--- src/rtl/mac_seq_ctrl_if.sv ---
// Operand/accumulator bundle between the operand source, mac_seq_ctrl and the accumulator register.
// No latency of its own: a plain wire bundle.
// Backpressure is carried by in_ready; the master side owns start/len/operands and the feedback value.
interface mac_seq_ctrl_if #(
    parameter int OP_W  = 4,
    parameter int ACC_W = 12,
    parameter int CNT_W = 5
);
    logic             start;
    logic [CNT_W-1:0] len;
    logic             in_valid;
    logic             in_ready;
    logic [OP_W-1:0]  a;
    logic [OP_W-1:0]  b;
    logic [ACC_W-1:0] tacc_in;
    logic [ACC_W-1:0] tadd;
    logic             ld_acc;
    logic             busy;
    logic             done;
    logic             ovf;

    modport master (
        output start, len, in_valid, a, b, tacc_in,
        input  in_ready, tadd, ld_acc, busy, done, ovf
    );

    modport slave (
        input  start, len, in_valid, a, b, tacc_in,
        output in_ready, tadd, ld_acc, busy, done, ovf
    );
endinterface

--- src/rtl/mac_seq_ctrl.sv ---
// Operand sequencer + multiply/add stage feeding a 12-bit accumulator register (MAC_SAT_EN: saturate + sticky ovf).
// Latency: product registered one cycle after handshake, ld_acc the cycle after; done two cycles after the last term.
// Backpressure: in_ready only in RUN; one pair per cycle sustained with no stall, in_valid ignored elsewhere.
module mac_seq_ctrl #(
    parameter int OP_W  = 4,
    parameter int ACC_W = 12,
    parameter int CNT_W = 5
) (
    input  logic           clk,
    input  logic           rst,
    mac_seq_ctrl_if.slave  bus
);
    localparam int PROD_W = 2 * OP_W;
`ifdef MAC_SAT_EN
    localparam int SUM_W = ACC_W + 1;
`else
    localparam int SUM_W = ACC_W;
`endif

    typedef enum logic [1:0] {
        S_IDLE  = 2'd0,
        S_RUN   = 2'd1,
        S_FLUSH = 2'd2,
        S_DONE  = 2'd3
    } state_t;

    state_t              state_q;
    state_t              state_d;
    logic [CNT_W-1:0]    len_q;
    logic [CNT_W-1:0]    cnt_q;
    logic [CNT_W-1:0]    cnt_inc;
    logic [PROD_W-1:0]   prod_q;
    logic                prod_vld_q;
    logic                first_q;
    logic                start_go;
    logic                accept;
    logic [ACC_W-1:0]    acc_term;
    logic [SUM_W-1:0]    sum;
    logic [ACC_W-1:0]    result;

    assign cnt_inc = cnt_q + CNT_W'(1);

    always_ff @(posedge clk or negedge rst) begin
        if (!rst) begin
            state_q <= S_IDLE;
        end else begin
            state_q <= state_d;
        end
    end

    always_comb begin
        state_d      = state_q;
        start_go     = 1'b0;
        accept       = 1'b0;
        bus.in_ready = 1'b0;
        bus.busy     = 1'b1;
        bus.done     = 1'b0;
        case (state_q)
            S_IDLE: begin
                bus.busy = 1'b0;
                if (bus.start) begin
                    start_go = 1'b1;
                    state_d  = (bus.len == '0) ? S_FLUSH : S_RUN;
                end
            end
            S_RUN: begin
                bus.in_ready = 1'b1;
                accept       = bus.in_valid;
                if (accept && (cnt_inc == len_q)) begin
                    state_d = S_FLUSH;
                end
            end
            S_FLUSH: begin
                state_d = S_DONE;
            end
            S_DONE: begin
                bus.done = 1'b1;
                state_d  = S_IDLE;
            end
            default: begin
                state_d = S_IDLE;
            end
        endcase
    end

    // A zero-length burst still issues one load of 0 so the accumulator ends cleared.
    always_ff @(posedge clk or negedge rst) begin
        if (!rst) begin
            len_q      <= '0;
            cnt_q      <= '0;
            prod_q     <= '0;
            prod_vld_q <= 1'b0;
            first_q    <= 1'b0;
        end else if (start_go) begin
            len_q      <= bus.len;
            cnt_q      <= '0;
            prod_q     <= '0;
            first_q    <= 1'b1;
            prod_vld_q <= (bus.len == '0);
        end else if (accept) begin
            prod_q     <= PROD_W'(bus.a) * PROD_W'(bus.b);
            prod_vld_q <= 1'b1;
            first_q    <= (cnt_q == '0);
            cnt_q      <= cnt_inc;
        end else begin
            prod_vld_q <= 1'b0;
        end
    end

    // The first term ignores the feedback, so each burst overwrites the previous result.
    assign acc_term = first_q ? '0 : bus.tacc_in;
    assign sum      = SUM_W'(acc_term) + SUM_W'(prod_q);

`ifdef MAC_SAT_EN
    logic ovf_q;

    assign result = sum[ACC_W] ? {ACC_W{1'b1}} : sum[ACC_W-1:0];

    always_ff @(posedge clk or negedge rst) begin
        if (!rst) begin
            ovf_q <= 1'b0;
        end else if (start_go) begin
            ovf_q <= 1'b0;
        end else if (prod_vld_q && sum[ACC_W]) begin
            ovf_q <= 1'b1;
        end
    end

    assign bus.ovf = ovf_q;
`else
    assign result  = sum;
    assign bus.ovf = 1'b0;
`endif

    assign bus.ld_acc = prod_vld_q;
    assign bus.tadd   = prod_vld_q ? result : '0;

endmodule

--- src/flat_wrapper.sv ---
// flat-port wrapper written by rule: the top's interface ports become plain ports
module mac_seq_ctrl_flat 
#(
    parameter int OP_W  = 4,
    parameter int ACC_W = 12,
    parameter int CNT_W = 5
)
  (clk, rst, bus_start, bus_len, bus_in_valid, bus_a, bus_b, bus_tacc_in, bus_in_ready, bus_tadd, bus_ld_acc, bus_busy, bus_done, bus_ovf);
  mac_seq_ctrl_if #(.OP_W(OP_W), .ACC_W(ACC_W), .CNT_W(CNT_W)) bus_i ();
  input  logic clk;
  input  logic rst;
  input wire logic [$bits(bus_i.start)-1:0] bus_start;
  input wire logic [$bits(bus_i.len)-1:0] bus_len;
  input wire logic [$bits(bus_i.in_valid)-1:0] bus_in_valid;
  input wire logic [$bits(bus_i.a)-1:0] bus_a;
  input wire logic [$bits(bus_i.b)-1:0] bus_b;
  input wire logic [$bits(bus_i.tacc_in)-1:0] bus_tacc_in;
  output wire logic [$bits(bus_i.in_ready)-1:0] bus_in_ready;
  output wire logic [$bits(bus_i.tadd)-1:0] bus_tadd;
  output wire logic [$bits(bus_i.ld_acc)-1:0] bus_ld_acc;
  output wire logic [$bits(bus_i.busy)-1:0] bus_busy;
  output wire logic [$bits(bus_i.done)-1:0] bus_done;
  output wire logic [$bits(bus_i.ovf)-1:0] bus_ovf;
  assign bus_i.start = bus_start;
  assign bus_i.len = bus_len;
  assign bus_i.in_valid = bus_in_valid;
  assign bus_i.a = bus_a;
  assign bus_i.b = bus_b;
  assign bus_i.tacc_in = bus_tacc_in;
  assign bus_in_ready = bus_i.in_ready;
  assign bus_tadd = bus_i.tadd;
  assign bus_ld_acc = bus_i.ld_acc;
  assign bus_busy = bus_i.busy;
  assign bus_done = bus_i.done;
  assign bus_ovf = bus_i.ovf;
  mac_seq_ctrl #(.OP_W(OP_W), .ACC_W(ACC_W), .CNT_W(CNT_W)) u_core (.clk(clk), .rst(rst), .bus(bus_i));
endmodule
--- config.mk ---
export PLATFORM = sky130hd
export DESIGN_NAME = mac_seq_ctrl_flat
export DESIGN_NICKNAME = d
export VERILOG_FILES = /design/src/rtl/mac_seq_ctrl_if.sv /design/src/rtl/mac_seq_ctrl.sv /design/src/flat_wrapper.sv
export SDC_FILE = /design/constraint.sdc
export NUM_CORES = 1
export LEC_CHECK = 0
export CORE_ASPECT_RATIO = 1.2
export CORE_MARGIN = 2
export CORE_UTILIZATION = 35
export CTS_CLUSTER_DIAMETER = 60
export DETAILED_ROUTE_END_ITERATION = 7
export GPL_ROUTABILITY_DRIVEN = 0
export PLACE_DENSITY = 0.55
export SYNTH_ARGS = -nofsm -noshare
export SYNTH_HDL_FRONTEND = slang
export SYNTH_SLANG_ARGS = --single-unit
--- constraint.sdc ---
create_clock -name clk -period 3.8 [get_ports clk]
set_input_delay 0.95 -clock clk [delete_from_list [all_inputs] [get_ports clk]]
set_output_delay 0.95 -clock clk [all_outputs]
set_load 0.02 [all_outputs]
==> flow_summary.json, run 1 <==
{
  "die_area_sq_um": 6640,
  "maxSlewViolCount": 0,
  "fin_crit_sh": 0.972,
  "r2r_setup_slack_ns": 1.87,
  "dp_hpwl_mm": 3.83,
  "dr_total_vias": 1921,
  "nNetsFinal": 394,
  "detail_route.iter0.violations": 22,
  "path_class": "input port to output pin",
  "die_x_um": 74.7,
  "critical_path_arrival_ns": 2.74,
  "design_area_sq_um": 2990,
  "worstPathMaxFanout": 3,
  "peakVddDrop_mv": 0.332,
  "diodes": 0,
  "yosysWarnings": 0,
  "fill_cells": 575,
  "synth_edf_count": 0,
  "cap_violations": 0,
  "rsz0062_at_grt": "false",
  "first_pass_iters": 4,
  "critPathLaunchType": "input port",
  "fin_util": 0.520,
  "cts.sinks": 22,
  "grt_first_pass_wirelength_mm": 8.29,
  "setup_viol": 0,
  "routed_wl_mm": 4.82,
  "regArea_sq_um": 551,
  "ioPinCount": 46,
  "seq_area_frac_synth": 0.262,
  "synth-seq-cells": 22,
  "grt_max_degree": 23,
  "syn_to_final_growth_pct": 42.2,
  "postSynthCellCount": 260,
  "avgViaCountPerCell": 4.67,
  "die_h_um": 88.8,
  "synth_cell_type_count": 36,
  "antenna_found_initial": 0,
  "grt_overflow": 0,
  "htree_levels": 1,
  "worst_pin_slew_ns": 0.976,
  "place_area_sq_um": 2800,
  "clk_latency_ns": 0.26,
  "first_global_vias": 1907,
  "hold_violations": 0,
  "cts_inserted_buffers": 3,
  "clk_pin_slew_ns": 0.08,
  "start_util": 0.366,
  "portBuffers": 44,
  "async_flop_share": 1.00,
  "netlist_area_sq_um": 2100,
  "clockRootBuffer": "clkbuf_8",
  "multi_input_area_sq_um": 1560,
  "cts_buffer_depth": 2,
  "max_freq_ghz": 0.271,
  "drive_gt1_frac": 0.181,
  "layout_commonest_cell": "nand2_1",
  "p_per_area_nw_per_um2": 474,
  "slew_headroom": 0.347,
  "syn_nets": 321,
  "drcViolationCount": 0,
  "worst_ep_required_time_ns": 2.85,
  "hold_path.class": "register to register",
  "wire_per_inst_um": 11.7,
  "ys.flop_type": "dfrtp_1",
  "outcome": "finished clean",
  "leakage_nw": 1.44,
  "mostFrequentLayoutCells": "41 x nand2_1, 31 x buf_4, 27 x clkdlybuf4s50_1",
  "worst_setup_path_end_kind": "output pin",
  "fp-row-count": 30,
  "synth_area_per_cell_sq_um": 8.08,
  "tritoncts": "built",
  "track_usage": 0.158,
  "finClkSkew_ns": 0.00588,
  "timing.final.crit_period_ns": 3.69,
  "drtAntennaViolNets": 0,
  "core-area_sq_um": 5740,
  "hold-worst-slack_ns": 0.505
}
[layer usage]
metal	vias up	global-route usage	wire length, um
met3	5	0.0148	161
li1	1015	-	-
met1	861	0.204	2240
met4	0	0.0438	58
met5	-	0	0
met2	40	0.278	2360
[final timing paths]
path	startpoint	to	depth (start not counted)
setup / recovery	bus_tacc_in[2]	bus_tadd[10]	10
hold / removal	u_core.len_q[2]$_DFFE_PN0P_	u_core.len_q[2]$_DFFE_PN0P_	2
setup reg to reg	u_core.cnt_q[0]$_DFFE_PN0P_	u_core.state_q[1]$_DFFE_PN0P_	6
hold reg to reg	u_core.len_q[2]$_DFFE_PN0P_	u_core.len_q[2]$_DFFE_PN0P_	2
max in group asynchronous	rst	u_core.prod_q[0]$_DFFE_PN0P_	1
min in group asynchronous	rst	u_core.len_q[3]$_DFFE_PN0P_	1
[worst max-delay path: stages]
cell and delay [ns]:
dlygate4sd2_1 0.23, nor2b_1 0.12, ha_1 0.29, nor2b_4 0.13, o31a_1 0.33, buf_6 0.14
o2111ai_4 0.19, xor2_1 0.15, nor2_1 0.06, buf_4 0.15
[stage by stage]
step           total power, W  setup TNS (ns)  setup slack [ns]  std cells
6_report              0.00142               0             0.108        411
5_1_grt               0.00155               0           0.00380        411
4_1_cts               0.00138        -0.00447          -0.00447        408
3_5_place_dp          0.00122           -4.62            -0.684        402
3_3_place_gp          0.00121           -4.41            -0.655        402
2_1_floorplan        0.000918               0             0.204        260
[timing repair]
action	in CTS	in global routing
endpoints found under the hold margin	0	0
buffers inserted	3	3
resized for setup	56	21
setup endpoints to repair	11	9
pin swaps	9	18
hold buffers	0	0
[logic make-up after synthesis]
group	Yosys count	synth area share
flip-flops	22	0.262
AND/OR/NAND/NOR	114	0.270
XOR/XNOR	15	0.0626
adder cells (fa/ha/maj)	32	0.209
multiplexers	3	0.0149
other	1	0.00179
AO/OA/AOI/OAI	48	0.132
buffers and inverters	25	0.0477
[synthesized netlist by cell type, drive strengths merged, types with 2 or more instances]
| cell type | number | area, sq um |
|---|---|---|
| nor4b | 3 | 26.3 |
| nand2 | 41 | 154 |
| fa | 5 | 100 |
| mux2i | 2 | 20.0 |
| a31oi | 2 | 12.5 |
| a21oi | 20 | 100 |
| ha | 27 | 338 |
| nor3b | 4 | 30.0 |
| inv | 18 | 67.6 |
| or3 | 2 | 12.5 |
| nand3 | 7 | 35.0 |
| xor2 | 5 | 43.8 |
| nor2 | 18 | 67.6 |
| a21o | 5 | 37.5 |
| nor2b | 11 | 68.8 |
| nand2b | 3 | 18.8 |
| o21a | 4 | 30.0 |
| xnor2 | 10 | 87.6 |
| clkbuf | 4 | 15.0 |
| buf | 3 | 17.5 |
| nor3 | 6 | 30.0 |
| and2 | 14 | 87.6 |
| dfrtp | 22 | 551 |
| o21ai | 13 | 65.1 |
[sequential cells by signal (all words and copies together) (netlist names)]
name and count:
u_core.bus.ld_acc 1, u_core.cnt_q 5, u_core.first_q 1, u_core.len_q 5, u_core.prod_q 8, u_core.state_q 2
[final cells by class]
| type | count | share of cell area |
|---|---|---|
| multi-input combinational | 213 | 0.524 |
| timing repair buffer | 75 | 0.222 |
| sequential | 22 | 0.184 |
| tap | 80 | 0.0335 |
| inverter | 18 | 0.0226 |
| clock buffer | 3 | 0.0138 |
[report_power, final]
| part | total [W] | internal (W) | switching (W) |
|---|---|---|---|
| Combinational | 0.000866 | 0.000424 | 0.000442 |
| Sequential | 0.000408 | 0.000319 | 0.0000888 |
| Clock | 0.000142 | 0.0000707 | 0.0000715 |
| Total | 0.00142 | 0.000814 | 0.000603 |
(Power assumes the default switching activity.)
==> inputs of run 2 (changes only) <==
--- a/config.mk
+++ b/config.mk
@@ -5,13 +5,16 @@
 export SDC_FILE = /design/constraint.sdc
 export NUM_CORES = 1
 export LEC_CHECK = 0
+export ABC_AREA = 1
+export CELL_PAD_IN_SITES_DETAIL_PLACEMENT = 0
+export CELL_PAD_IN_SITES_GLOBAL_PLACEMENT = 2
 export CORE_ASPECT_RATIO = 1.2
 export CORE_MARGIN = 2
-export CORE_UTILIZATION = 35
+export CORE_UTILIZATION = 28
 export CTS_CLUSTER_DIAMETER = 60
 export DETAILED_ROUTE_END_ITERATION = 7
 export GPL_ROUTABILITY_DRIVEN = 0
-export PLACE_DENSITY = 0.55
+export PLACE_DENSITY = 0.77
 export SYNTH_ARGS = -nofsm -noshare
 export SYNTH_HDL_FRONTEND = slang
 export SYNTH_SLANG_ARGS = --single-unit
==> flow_summary.json, run 2 <==
{
  "outcome": "finished clean",
  "htree_levels": 1,
  "cts_buffer_depth": 2,
  "ys_top_cells_by_count": "81 x nand2_1, 65 x inv_1, 27 x ha_1, 27 x nor2_1, 22 x dfrtp_1",
  "drcViolationCount": 0,
  "syn_nets": 378,
  "synth_simple_gate_area_share": 0.282,
  "netlist_area_sq_um": 2160,
  "cp_num_buf_inv": 4,
  "ys.flop_type": "dfrtp_1",
  "detail_route.iter0.violations": 37,
  "ioPinCount": 46,
  "synth_area_leader_cell": "dfrtp_1",
  "synth.area.top_cells": "dfrtp_1 25%, ha_1 16%, nand2_1 14%",
  "tns_ns": 0,
  "timing.critical_path.mode_cell": "nand2_1",
  "synth_compound_area_frac": 0.123,
  "synth_area_per_cell_sq_um": 6.82,
  "netlist.area_leader.share": 0.255,
  "nNetsFinal": 455,
  "yosysMostFrequentCell": "nand2_1",
  "regArea_sq_um": 551,
  "grt_overflow": 0,
  "yosys.area_share.adder": 0.203,
  "grt_max_degree": 23,
  "crit_path_max_incr_delay_ns": 0.45,
  "wire_per_inst_um": 11.1,
  "max_freq_ghz": 0.269,
  "maxSlewViolCount": 0,
  "cpMaxStageDelayCell": "clkdlybuf4s50_1",
  "critical_path_arrival_ns": 2.76,
  "p_per_area_nw_per_um2": 437,
  "leakage_nw": 1.65,
  "antenna_found_initial": 0,
  "worst_ep_required_time_ns": 2.85,
  "diodes": 0,
  "tritoncts": "built",
  "fin_util": 0.406,
  "async_flop_share": 1.00,
  "avgViaCountPerCell": 4.38,
  "portBuffers": 44,
  "postSynthCellCount": 317,
  "synth.area.mux_share": 0.0104,
  "largest_reg_flops": 8,
  "track_usage": 0.133,
  "critPathLaunchType": "input port",
  "multi_input_area_sq_um": 1450,
  "finClkSkew_ns": 0.00316,
  "cts.sinks": 22,
  "peakVddDrop_mv": 0.265,
  "slew_headroom": 0.318,
  "synth_cell_type_count": 32,
  "worst_pin_slew_ns": 1.02,
  "die_area_sq_um": 8440,
  "dp_hpwl_mm": 4.58,
  "path_class": "input port to output pin",
  "hold-worst-slack_ns": 0.487,
  "seq_area_frac_synth": 0.255,
  "worst_setup_path_end_kind": "output pin",
  "clk_pin_slew_ns": 0.08,
  "rsz0062_at_grt": "true",
  "fp-row-count": 35,
  "top_register": "u_core.prod_q",
  "die_h_um": 100,
  "cp_top_family": "buffers and inverters",
  "worstPathCellList": "clkdlybuf4s50_1, inv_1, nor2_1, ha_1, buf_4, nand2_1, nor2_2, nand2_2, nand2b_4, nand2_1, nand2_1, nand2_1, nand2_1, nor2_2, buf_6",
  "synth_top_family_by_area": "simple AND/OR/NAND/NOR gates",
  "routed_wl_mm": 5.40,
  "core-area_sq_um": 7580,
  "power_w": 0.00134,
  "layout_commonest_cell": "nand2_1",
  "synth-seq-cells": 22,
  "hold_violations": 0,
  "setup_viol": 0,
  "drive_gt1_frac": 0.209,
  "cap_violations": 0,
  "first_global_vias": 2091,
  "synth_edf_count": 0,
  "clk_latency_ns": 0.26,
  "timing.final.crit_period_ns": 3.71,
  "grt_first_pass_wirelength_mm": 9.32,
  "first_pass_iters": 4,
  "cts_inserted_buffers": 3,
  "cts_hold_buf": 0,
  "synthXorXnorAreaFrac": 0,
  "start_util": 0.285,
  "mostFrequentLayoutCells": "77 x nand2_1, 62 x inv_1, 34 x buf_4",
  "fin_crit_sh": 0.977,
  "fill_cells": 816,
  "clockRootBuffer": "clkbuf_8",
  "worstPathMaxFanout": 4,
  "die_x_um": 84.2,
  "hold_path.class": "register to register",
  "dr_total_vias": 2125,
  "yosysWarnings": 0,
  "drtAntennaViolNets": 0,
  "syn_to_final_growth_pct": 42.4,
  "reg_top3": "u_core.prod_q: 8 flops, u_core.cnt_q: 5 flops, u_core.len_q: 5 flops"
}
==> run 2: cell types whose count changed in the layout (fill, tap and decap cells not counted), moves of 6 or more <==
cell / previous run / this run
nor2b_1: 7 / 0
nand4_1: 0 / 7
nand3_1: 7 / 13
xnor2_1: 10 / 0
nand2_1: 41 / 77
o21ai_0: 9 / 16
nor2_2: 0 / 7
and2_1: 14 / 0
nand2_2: 0 / 7
inv_1: 17 / 62
==> run 2: logic make-up after synthesis <==
logic type | count (synthesis)
and+or+nand+nor | 142
buffers and inverters | 71
AOI/OAI and AO/OA | 47
adders and majority gates | 32
DFF | 22
muxes | 2
other | 1
==> run 2: layout make-up <==
type                    instances  share of cell area
clock buffers                   4              0.0179
inverters                      68              0.0830
well taps                      92              0.0374
flip-flops and latches         22               0.179
repair buffers                 75               0.210
multi-input cells             224               0.473
==> run 2: timing repair <==
item                       CTS  global route
setup endpoints to repair   11             7
resized for setup           45            23
pin swaps                    7            11
buffers inserted             3             0
==> run 2: worst paths after layout <==
path / start / end / slack [ns] / cells past startpoint
setup / recovery: bus_tacc_in[3] / bus_tadd[9] / 0.09 / 15
hold / removal: u_core.len_q[0]$_DFFE_PN0P_ / u_core.len_q[0]$_DFFE_PN0P_ / 0.49 / 2
setup reg to reg: u_core.state_q[1]$_DFFE_PN0P_ / u_core.prod_q[7]$_DFFE_PN0P_ / 1.99 / 8
hold reg to reg: u_core.len_q[0]$_DFFE_PN0P_ / u_core.len_q[0]$_DFFE_PN0P_ / 0.49 / 2
max in group asynchronous: rst / u_core.prod_q[5]$_DFFE_PN0P_ / 1.94 / 1
min in group asynchronous: rst / u_core.len_q[2]$_DFFE_PN0P_ / 1.24 / 1
==> run 2: metal layers <==
layer / routed length [um] / vias up / track usage
met5: 0 / - / 0
met4: 49 / 0 / 0.0323
met3: 155 / 2 / 0.0132
met2: 2590 / 36 / 0.239
met1: 2600 / 935 / 0.171
li1: - / 1152 / -
==> run 2: report_power, final <==
group	internal (W)	switching [W]	leakage [nW]
registers	0.000319	0.0000906	0.283
clock network	0.0000922	0.0000753	0.0288
logic	0.000363	0.000404	1.34
==> run 2: stage by stage <==
| stage | setup WS, ns | area (sq um) | instances |
|---|---|---|---|
| 3_5_place_dp | -0.638 | 2910 | 478 |
| 5_1_grt | -0.0159 | 3080 | 485 |
| 3_3_place_gp | -0.590 | 2910 | 478 |
| 2_1_floorplan | 0.408 | 2160 | 317 |
| 6_report | 0.0891 | 3080 | 485 |
| 4_1_cts | 0.00418 | 2980 | 485 |
==> run 2: worst min-delay path, stage by stage, from the launching register on <==
cell and delay (ns):
dfrtp_1 0.35, nand2_1 0.05, o21ai_0 0.06
==> inputs of run 3 (changes only) <==
--- a/config.mk
+++ b/config.mk
@@ -18,3 +18,4 @@
 export SYNTH_ARGS = -nofsm -noshare
 export SYNTH_HDL_FRONTEND = slang
 export SYNTH_SLANG_ARGS = --single-unit
+export TNS_END_PERCENT = 10
==> flow_summary.json, run 3 (synthesis gave the netlist of run 2 again) <==
{
  "clk_pin_slew_ns": 0.08,
  "htree_levels": 1,
  "reg_top3": "u_core.prod_q: 8 flops, u_core.cnt_q: 5 flops, u_core.len_q: 5 flops",
  "layout.cells.non_filler": 488,
  "mostFrequentLayoutCells": "76 x nand2_1, 62 x inv_1, 36 x buf_4",
  "nNetsFinal": 458,
  "cts.sinks": 22,
  "die_x_um": 84.2,
  "endpoint": "bus_tadd[11]",
  "ioPinCount": 46,
  "top_usage_layer": "met2",
  "critPathLaunchType": "input port",
  "tritoncts": "built",
  "hold_violations": 0,
  "timing.final.crit_period_ns": 3.71,
  "fin_crit_sh": 0.976,
  "top_register": "u_core.prod_q",
  "path_class": "input port to output pin",
  "worst_ep_required_time_ns": 2.85,
  "slew_headroom": 0.313,
  "routed_wl_mm": 5.46,
  "regArea_sq_um": 551,
  "outcome": "finished clean",
  "clockRootBuffer": "clkbuf_8",
  "leakage_nw": 1.69,
  "multi_input_area_sq_um": 1450,
  "fp-row-count": 35,
  "drtAntennaViolNets": 0,
  "grt_overflow": 0,
  "peakVddDrop_mv": 0.265,
  "worstPathMaxFanout": 4,
  "finClkSkew_ns": 0.00276,
  "fill_cells": 819,
  "first_global_vias": 2086,
  "first_pass_iters": 4,
  "dp_hpwl_mm": 4.58,
  "track_usage": 0.134,
  "grt_first_pass_wirelength_mm": 9.38,
  "maxSlewViolCount": 0,
  "clk_latency_ns": 0.26,
  "start_util": 0.285,
  "drive_gt1_frac": 0.220,
  "r2r_setup_slack_ns": 1.99,
  "use_met1": 0.172,
  "die_area_sq_um": 8440,
  "grt_max_degree": 23,
  "power_w": 0.00135,
  "dp.cells": 478,
  "worst_pin_slew_ns": 1.03,
  "core-area_sq_um": 7580,
  "worst_setup_path_end_kind": "output pin",
  "place_area_sq_um": 2910,
  "diodes": 0,
  "p_per_area_nw_per_um2": 435,
  "fin_util": 0.409,
  "cts_buffer_depth": 2,
  "avgViaCountPerCell": 4.39,
  "dr_total_vias": 2141,
  "grt_util_met2": 0.239,
  "detail_route.iter0.violations": 52,
  "antenna_found_initial": 0,
  "largest_reg_flops": 8,
  "critical_path_arrival_ns": 2.76,
  "layout_commonest_cell": "nand2_1",
  "crit_path_start": "bus_tacc_in[3]",
  "reg2reg_depth": 8,
  "max_freq_ghz": 0.270,
  "hold_path.class": "register to register",
  "cts_inserted_buffers": 3,
  "r2r-end": "u_core.prod_q[7]$_DFFE_PN0P_",
  "cap_violations": 0,
  "gr-usage-met3": 0.0140,
  "wire_per_inst_um": 11.2,
  "rsz0062_at_grt": "true",
  "portBuffers": 44,
  "drcViolationCount": 0,
  "setup_viol": 0,
  "design_area_sq_um": 3100,
  "syn_to_final_growth_pct": 43.5,
  "die_h_um": 100,
  "crit-reg2reg-launch": "u_core.state_q[1]$_DFFE_PN0P_"
}
run 3: cell types whose count changed in the layout (fill, tap and decap cells not counted), sizes merged:
cell,change
buf,+4
clkdlybuf4s50,-2
dlygate4sd2,-1
dlymetal6s2s,+2
run 3: worst min path at each step:
stage	startpoint	end	slack [ns]	cells after the start
3_5_place_dp	u_core.len_q[0]$_DFFE_PN0P_	u_core.len_q[0]$_DFFE_PN0P_	0.47	2
4_1_cts	u_core.len_q[0]$_DFFE_PN0P_	u_core.len_q[0]$_DFFE_PN0P_	0.49	2
6_report	u_core.len_q[0]$_DFFE_PN0P_	u_core.len_q[0]$_DFFE_PN0P_	0.49	2
5_1_grt	u_core.prod_q[3]$_DFFE_PN0P_	u_core.prod_q[3]$_DFFE_PN0P_	0.53	2
2_1_floorplan	u_core.len_q[0]$_DFFE_PN0P_	u_core.len_q[0]$_DFFE_PN0P_	0.45	2
3_3_place_gp	u_core.len_q[0]$_DFFE_PN0P_	u_core.len_q[0]$_DFFE_PN0P_	0.47	2
run 3: metal layers:
layer  up-vias  share of wire
met5         -              0
met2        34           0.48
met1       946           0.48
met4         0         0.0090
li1       1159              -
met3         2          0.028
run 3: metrics by stage:
| stage | hold WS [ns] | setup WS, ns | setup TNS, ns |
|---|---|---|---|
| finish | 0.487 | 0.0915 | 0 |
| CTS | 0.494 | -0.135 | -0.542 |
| global route | 0.529 | -0.00837 | -0.00837 |
| detailed placement | 0.473 | -0.638 | -4.70 |
| floorplan | 0.453 | 0.408 | 0 |
| global placement | 0.473 | -0.590 | -4.41 |
run 3: timing repair:
action	4_1_cts	5_1_grt
setup endpoints to repair	11	10
setup buffers	0	6
pin swaps	1	20
hold buffers	0	0
resized for setup	41	34
run 3: worst max-delay path, cell delays in order:
cell and delay [ns]:
clkdlybuf4s50_1 0.40, inv_1 0.05, nor2_1 0.04, ha_1 0.36
buf_4 0.15, nand2_1 0.06, nor2_2 0.12, buf_4 0.12
nand3_1 0.09, nand4_1 0.09, nand2_1 0.06, nor2_2 0.12
buf_4 0.15
run 3: final cells by class:
type | instances | area share
Timing Repair Buffer | 78 | 0.217
Inverter | 68 | 0.0823
Sequential cell | 22 | 0.177
Clock buffer | 4 | 0.0177
Tap cell | 92 | 0.0371
Multi-Input combinational cell | 224 | 0.468
run 3: power breakdown:
part	internal (W)	switching (W)	total [W]
sequential	0.000319	0.0000880	0.000407
combinational	0.000367	0.000408	0.000775
clock	0.0000922	0.0000756	0.000168
